`config.mk`:
```
export PLATFORM = sky130hd
export DESIGN_NAME = reaction_round_ctrl
export DESIGN_NICKNAME = d
export VERILOG_FILES = /design/src/rtl/reaction_pkg.sv /design/src/rtl/reaction_round_ctrl_rise_detect.sv /design/src/rtl/reaction_round_ctrl.sv
export SDC_FILE = /design/constraint.sdc
export NUM_CORES = 1
export LEC_CHECK = 0
export CAP_MARGIN = 20
export CELL_PAD_IN_SITES_DETAIL_PLACEMENT = 1
export CELL_PAD_IN_SITES_GLOBAL_PLACEMENT = 1
export CORE_MARGIN = 10
export CORE_UTILIZATION = 46
export CTS_CLUSTER_SIZE = 28
export DETAILED_ROUTE_END_ITERATION = 16
export PLACE_DENSITY_LB_ADDON = 0.1
export SETUP_SLACK_MARGIN = 0.15
export SYNTH_ARGS = -nofsm -noshare
export SYNTH_HDL_FRONTEND = slang
export SYNTH_SLANG_ARGS = --single-unit
```
`constraint.sdc`:
```
create_clock -name clk_countdown -period 5.03 [get_ports clk_countdown]
set_clock_uncertainty 0.05 [all_clocks]
set_input_delay 1.006 -clock clk_countdown [delete_from_list [all_inputs] [get_ports clk_countdown]]
set_output_delay 1.006 -clock clk_countdown [all_outputs]
set_load 0.01 [all_outputs]
```
`src/rtl/reaction_pkg.sv`:
```
// rtl/reaction_pkg.sv - shared round-controller states and default sizing
package reaction_pkg;

  typedef enum logic [2:0] {
    IDLE,
    ARM,
    WAIT_CD,
    MEASURE,
    REPORT
  } state_e;

  localparam int RT_W_DEF    = 16;
  localparam int TIMEOUT_DEF = 1000;

endpackage

```
`src/rtl/reaction_round_ctrl_rise_detect.sv`:
```
// rtl/reaction_round_ctrl_rise_detect.sv - rising-edge detector; resets high so a level held through reset is not an edge
module rise_detect (
  input  logic clk_i,
  input  logic rst_i,
  input  logic d_i,
  output logic rise_o
);

  logic d_q;

  always_ff @(posedge clk_i or posedge rst_i) begin
    if (rst_i) begin
      d_q <= 1'b1;
    end else begin
      d_q <= d_i;
    end
  end

  assign rise_o = d_i & ~d_q;

endmodule

```
`src/rtl/reaction_round_ctrl.sv`:
```
// rtl/reaction_round_ctrl.sv - starts the countdown, then times the player's press; REACTION_FALSE_START_EN adds false-start detection
module reaction_round_ctrl
  import reaction_pkg::*;
#(
  parameter int RT_W    = RT_W_DEF,
  parameter int TIMEOUT = TIMEOUT_DEF
) (
  input  logic            clk_countdown,
  input  logic            rst,
  input  logic            go,
  input  logic            btn,
  input  logic            cd_in_action,
  input  logic            cd_done,
  output logic            cd_start,
  output logic            busy,
  output logic            result_valid,
  output logic [RT_W-1:0] reaction_time,
  output logic            false_start,
  output logic            timeout
);

  logic            go_rise;
  logic            btn_rise;
  state_e          state_q;
  logic [RT_W-1:0] cnt_q;
  logic            seen_active_q;
  logic            cd_start_q;
  logic            busy_q;
  logic            result_valid_q;
  logic [RT_W-1:0] reaction_time_q;
  logic            false_start_q;
  logic            timeout_q;

  rise_detect u_go_rise (
    .clk_i  (clk_countdown),
    .rst_i  (rst),
    .d_i    (go),
    .rise_o (go_rise)
  );

  rise_detect u_btn_rise (
    .clk_i  (clk_countdown),
    .rst_i  (rst),
    .d_i    (btn),
    .rise_o (btn_rise)
  );

  always_ff @(posedge clk_countdown or posedge rst) begin
    if (rst) begin
      state_q         <= IDLE;
      cnt_q           <= '0;
      seen_active_q   <= 1'b0;
      cd_start_q      <= 1'b0;
      busy_q          <= 1'b0;
      result_valid_q  <= 1'b0;
      reaction_time_q <= '0;
      false_start_q   <= 1'b0;
      timeout_q       <= 1'b0;
    end else begin
      cd_start_q <= 1'b0;
      case (state_q)
        IDLE, REPORT: begin
          // Entering ARM: outputs are registered, so the start pulse and cleared result are set here.
          if (go_rise) begin
            state_q         <= ARM;
            cd_start_q      <= 1'b1;
            busy_q          <= 1'b1;
            result_valid_q  <= 1'b0;
            reaction_time_q <= '0;
            false_start_q   <= 1'b0;
            timeout_q       <= 1'b0;
          end
        end
        ARM: begin
          seen_active_q <= 1'b0;
          state_q       <= WAIT_CD;
        end
        WAIT_CD: begin
`ifdef REACTION_FALSE_START_EN
          if (btn_rise) begin
            state_q         <= REPORT;
            busy_q          <= 1'b0;
            result_valid_q  <= 1'b1;
            false_start_q   <= 1'b1;
            reaction_time_q <= '0;
          end else
`endif
          begin
            if (cd_in_action) begin
              seen_active_q <= 1'b1;
            end
            // A done still high from the previous round is ignored until this countdown has run.
            if (cd_done && seen_active_q) begin
              state_q <= MEASURE;
              cnt_q   <= '0;
            end
          end
        end
        MEASURE: begin
          if (btn_rise) begin
            state_q         <= REPORT;
            busy_q          <= 1'b0;
            result_valid_q  <= 1'b1;
            reaction_time_q <= cnt_q;
          end else if (cnt_q == RT_W'(TIMEOUT - 1)) begin
            state_q         <= REPORT;
            busy_q          <= 1'b0;
            result_valid_q  <= 1'b1;
            timeout_q       <= 1'b1;
            reaction_time_q <= RT_W'(TIMEOUT);
          end else begin
            cnt_q <= cnt_q + RT_W'(1);
          end
        end
        default: begin
          state_q <= IDLE;
          busy_q  <= 1'b0;
        end
      endcase
    end
  end

  assign cd_start      = cd_start_q;
  assign busy          = busy_q;
  assign result_valid  = result_valid_q;
  assign reaction_time = reaction_time_q;
  assign false_start   = false_start_q;
  assign timeout       = timeout_q;

endmodule

```
==> impl_metrics.csv <==
group,metric,value,unit
timing,drv_slew,0,
routing,drt_iter0_drc,165,
cts,clock_latency,300,ps
timing,max_slew.worst_pin.slew,797,ps
worst_setup_path,crit_family,"simple AND/OR/NAND/NOR gates",
yosys,synth_compound_area_share,20.6,%
worst_setup_path,ff2ff_path_depth,4,
yosys,synth_cells,202,
floorplanning,start_util,47.9,%
hold_path,min_path_type,"reg -> reg",
floorplanning,die_w,87.6,um
finish,drive_gt1_share,12.0,%
yosys,synth_top_area_share,47.7,%
routing,met1_length,2550,um
worst_setup_path,critical_path_class,"in -> reg",
yosys,yosys_warnings,0,
cts,cts_tree,"done",
floorplanning,die_h,87.6,um
worst_setup_path,cpPeakStageDelay,610,ps
pwr,p_per_area,459,mW/mm2
placed_design,numPortBuffers,25,
pwr,p_leak,0.00102,uW
yosys,syn_area_per_cell,10.4,um2
worst_setup_path,reg2reg_to,"cnt_q[6]$_DFFE_PP0P_",
worst_setup_path,r2r_slack,2770,ps
timing,finalCriticalPeriod,2810,ps
routing,dr_wl_met3,274,um
cts,cts.clk_slew.worst_paths,80,ps
status,status,"completed",
grt,grtUsageTotal,15.5,%
grt,grt_start_max_net_pins,43,
cts,clock-root-buffer,"clkbuf_8",
worst_setup_path,cp.arrival,2960,ps
grt,grt_overflow_total,0,
timing,min_period_over_period,55.9,%
cts,cts_setup_buffers,0,
cts,clk_path_buf_depth,2,
timing,fmax,356,MHz
yosys,synth_area_leaders,"dfrtp_1, nand2_1, o21ai_0",
grt,antenna_found_initial,0,
floorplanning,ios,27,
cts,cts_resized,0,
placed_design,placed_cells,269,
yosys,ys_ff_latch,42,
worst_setup_path,required,5180,ps
worst_setup_path,cp.depth,5,
finish,fin_area,0.00246,mm2
worst_setup_path,cp_cell_sequence,"clkdlybuf4s50_1 > nor2b_1 > nor2_1 > nand2_1 > o311ai_1",
routing,drc_errors,0,
yosys,synthMostInstantiatedCell,"dfrtp_1",
routing,ant_nets,0,
timing,final_hold_viol_count,0,
yosys,synth-seq-area-share,50.2,%
yosys,synth_adder_area_share,1.07,%
pwr,ir_drop,251,uV
yosys,synth_top_family_by_area,"simple AND/OR/NAND/NOR gates",
yosys,ys_async_sr_fraction,100,%
grt,first_global_vias,1830,
yosys,synthesis.area,0.00210,mm2
yosys,ys.flop_type,"dfrtp_1",
placed_design,dpl_cell_area,0.00236,mm2
yosys,synth_edf_count,0,
timing,rsz0062_at_grt,"false",
yosys,ys_top_cells_by_count,"dfrtp_1, nand2_1, o21ai_0",
worst_setup_path,critPathMaxFanout,12,
hold_path,hp-start,"result_valid$_DFFE_PP0P_",
floorplanning,rows,24,
yosys,yosys-mux-area-fraction,0.477,%
floorplanning,coreArea,0.00438,mm2
routing,first_pass_iters,4,
finish,final_cells,277,
finish,antenna_cells,0,
hold_path,min_delay_path_depth,1,
yosys,synthSimpleGateAreaFrac,22.9,%
worst_setup_path,timing.rr.start,"state_q[1]$_DFFE_PP0P_",
hold_path,min_to,"result_valid$_DFFE_PP0P_",
finish,fin_nets,231,
timing,finalSetupTns,0,ps
worst_setup_path,crit_buf_inv,1,
routing,dr_wl_met2,2780,um
finish,areaGrowthSynthToFinish,17.3,%
grt,grt_pass1_wl,9540,um
routing,vias,1727,
worst_setup_path,critical-path-slowest-cell,"nor2_1",
cts,cts.sinks,42,
placed_design,dp_hpwl,4100,um
yosys,synth.distinct_cells,54,
timing,finalSetupViolCount,0,
cts,htree_levels,2,
worst_setup_path,start_kind,"primary input",
run,drv_cap,0,
routing,avgRoutedWirePerCell,20.5,um
routing,drt-vias-per-instance,6.23,
routing,highest_layer,"met4",
cts,cts_buffers,5,
floorplanning,die_area,0.00767,mm2
yosys,synth_xor_area_share,0.417,%
routing,finalWirelength,5680,um
placed_design,gp_congestion,0.848,
worst_setup_path,crit_path_end_kind,"flop",
timing,relSlewSlack,46.7,%
yosys,synth_area_leader_cell,"dfrtp_1",
yosys,syn_nets,209,
cts,post_cts_hold_buffer_count,0,
cell usage in the layout, fill, tap and decap left out, drive strengths merged, types with 3 or more instances in the layout:
cell type      instances
nor4                   4
nand3                  7
a21oi                  3
nand2                 29
clkbuf                 7
clkdlybuf4s50         25
o221ai                 3
nor3                   4
a221o                  3
o21ai                 17
nand2b                 6
nand4                  7
inv                    6
dfrtp                 40
and2                   3
and4                   3
nor2                   6
o21a                   3
o221a                  6
a31oi                 12
sequential cells by signal, summed over array words and instances (netlist names):
signal / flops
reaction_time: 16
timeout: 1
result_valid: 1
cnt_q: 16
seen_active_q: 1
u_go_rise.d_q: 1
u_btn_rise.d_q: 1
state_q: 3
cd_start: 1
busy: 1
where the power goes:
part | internal [uW] | total, uW | leakage, uW | switching (uW)
sequential | 413 | 505 | 0.000558 | 91.7
combinational | 174 | 361 | 0.000407 | 187
clock | 149 | 264 | 0.0000524 | 115
per-stage QoR:
step / power, uW / utilization (%) / hold WS [ps] / setup slack (ps)
after detailed placement: 878 / 53.7 / 419 / 1930
after global placement: 853 / 53.7 / 409 / 1990
after CTS: 1140 / 56.2 / 437 / 2250
final: 1130 / 56.2 / 432 / 2220
after floorplan: 725 / - / 436 / 2950
after global routing: 1200 / 56.2 / 460 / 2060
metal layers:
metal	global-route usage, %	up-vias
met5	0	-
li1	-	799
met2	25.2	34
met1	19.5	885
met4	5.07	0
met3	4.27	9
cell type report:
type / instances / area [um2]
sequential: 42 / 1050
tap: 52 / 65.1
fill: 481 / 1920
multi-input combinational: 143 / 957
clock inverter: 1 / 30.0
clock buffer: 7 / 76.3
inverter: 6 / 22.5
timing repair buffer: 26 / 258
how the worst max path moves through the flow:
stage	from	endpoint	slack, ps
after CTS	btn	cnt_q[6]$_DFFE_PP0P_	2250
final	btn	cnt_q[6]$_DFFE_PP0P_	2220
after global placement	btn	cnt_q[6]$_DFFE_PP0P_	1990
after global routing	btn	cnt_q[6]$_DFFE_PP0P_	2060
after detailed placement	btn	cnt_q[6]$_DFFE_PP0P_	1930
after floorplan	cd_done	cnt_q[10]$_DFFE_PP0P_	2950
cell families after synthesis:
| group | Yosys count |
|---|---|
| flip-flops | 42 |
| XOR/XNOR | 1 |
| other | 1 |
| multiplexers | 1 |
| adder cells (fa/ha/maj) | 2 |
| AND/OR/NAND/NOR | 80 |
| buffers and inverters | 17 |
| AO/OA/AOI/OAI | 58 |
worst reg2reg max path: stages (launching register included):
cell and delay, ps:
dfrtp_1 550, nand3b_4 170, nor2_1 660, nand2_1 390, o311ai_1 340
Power figures use the tool's default switching activity.
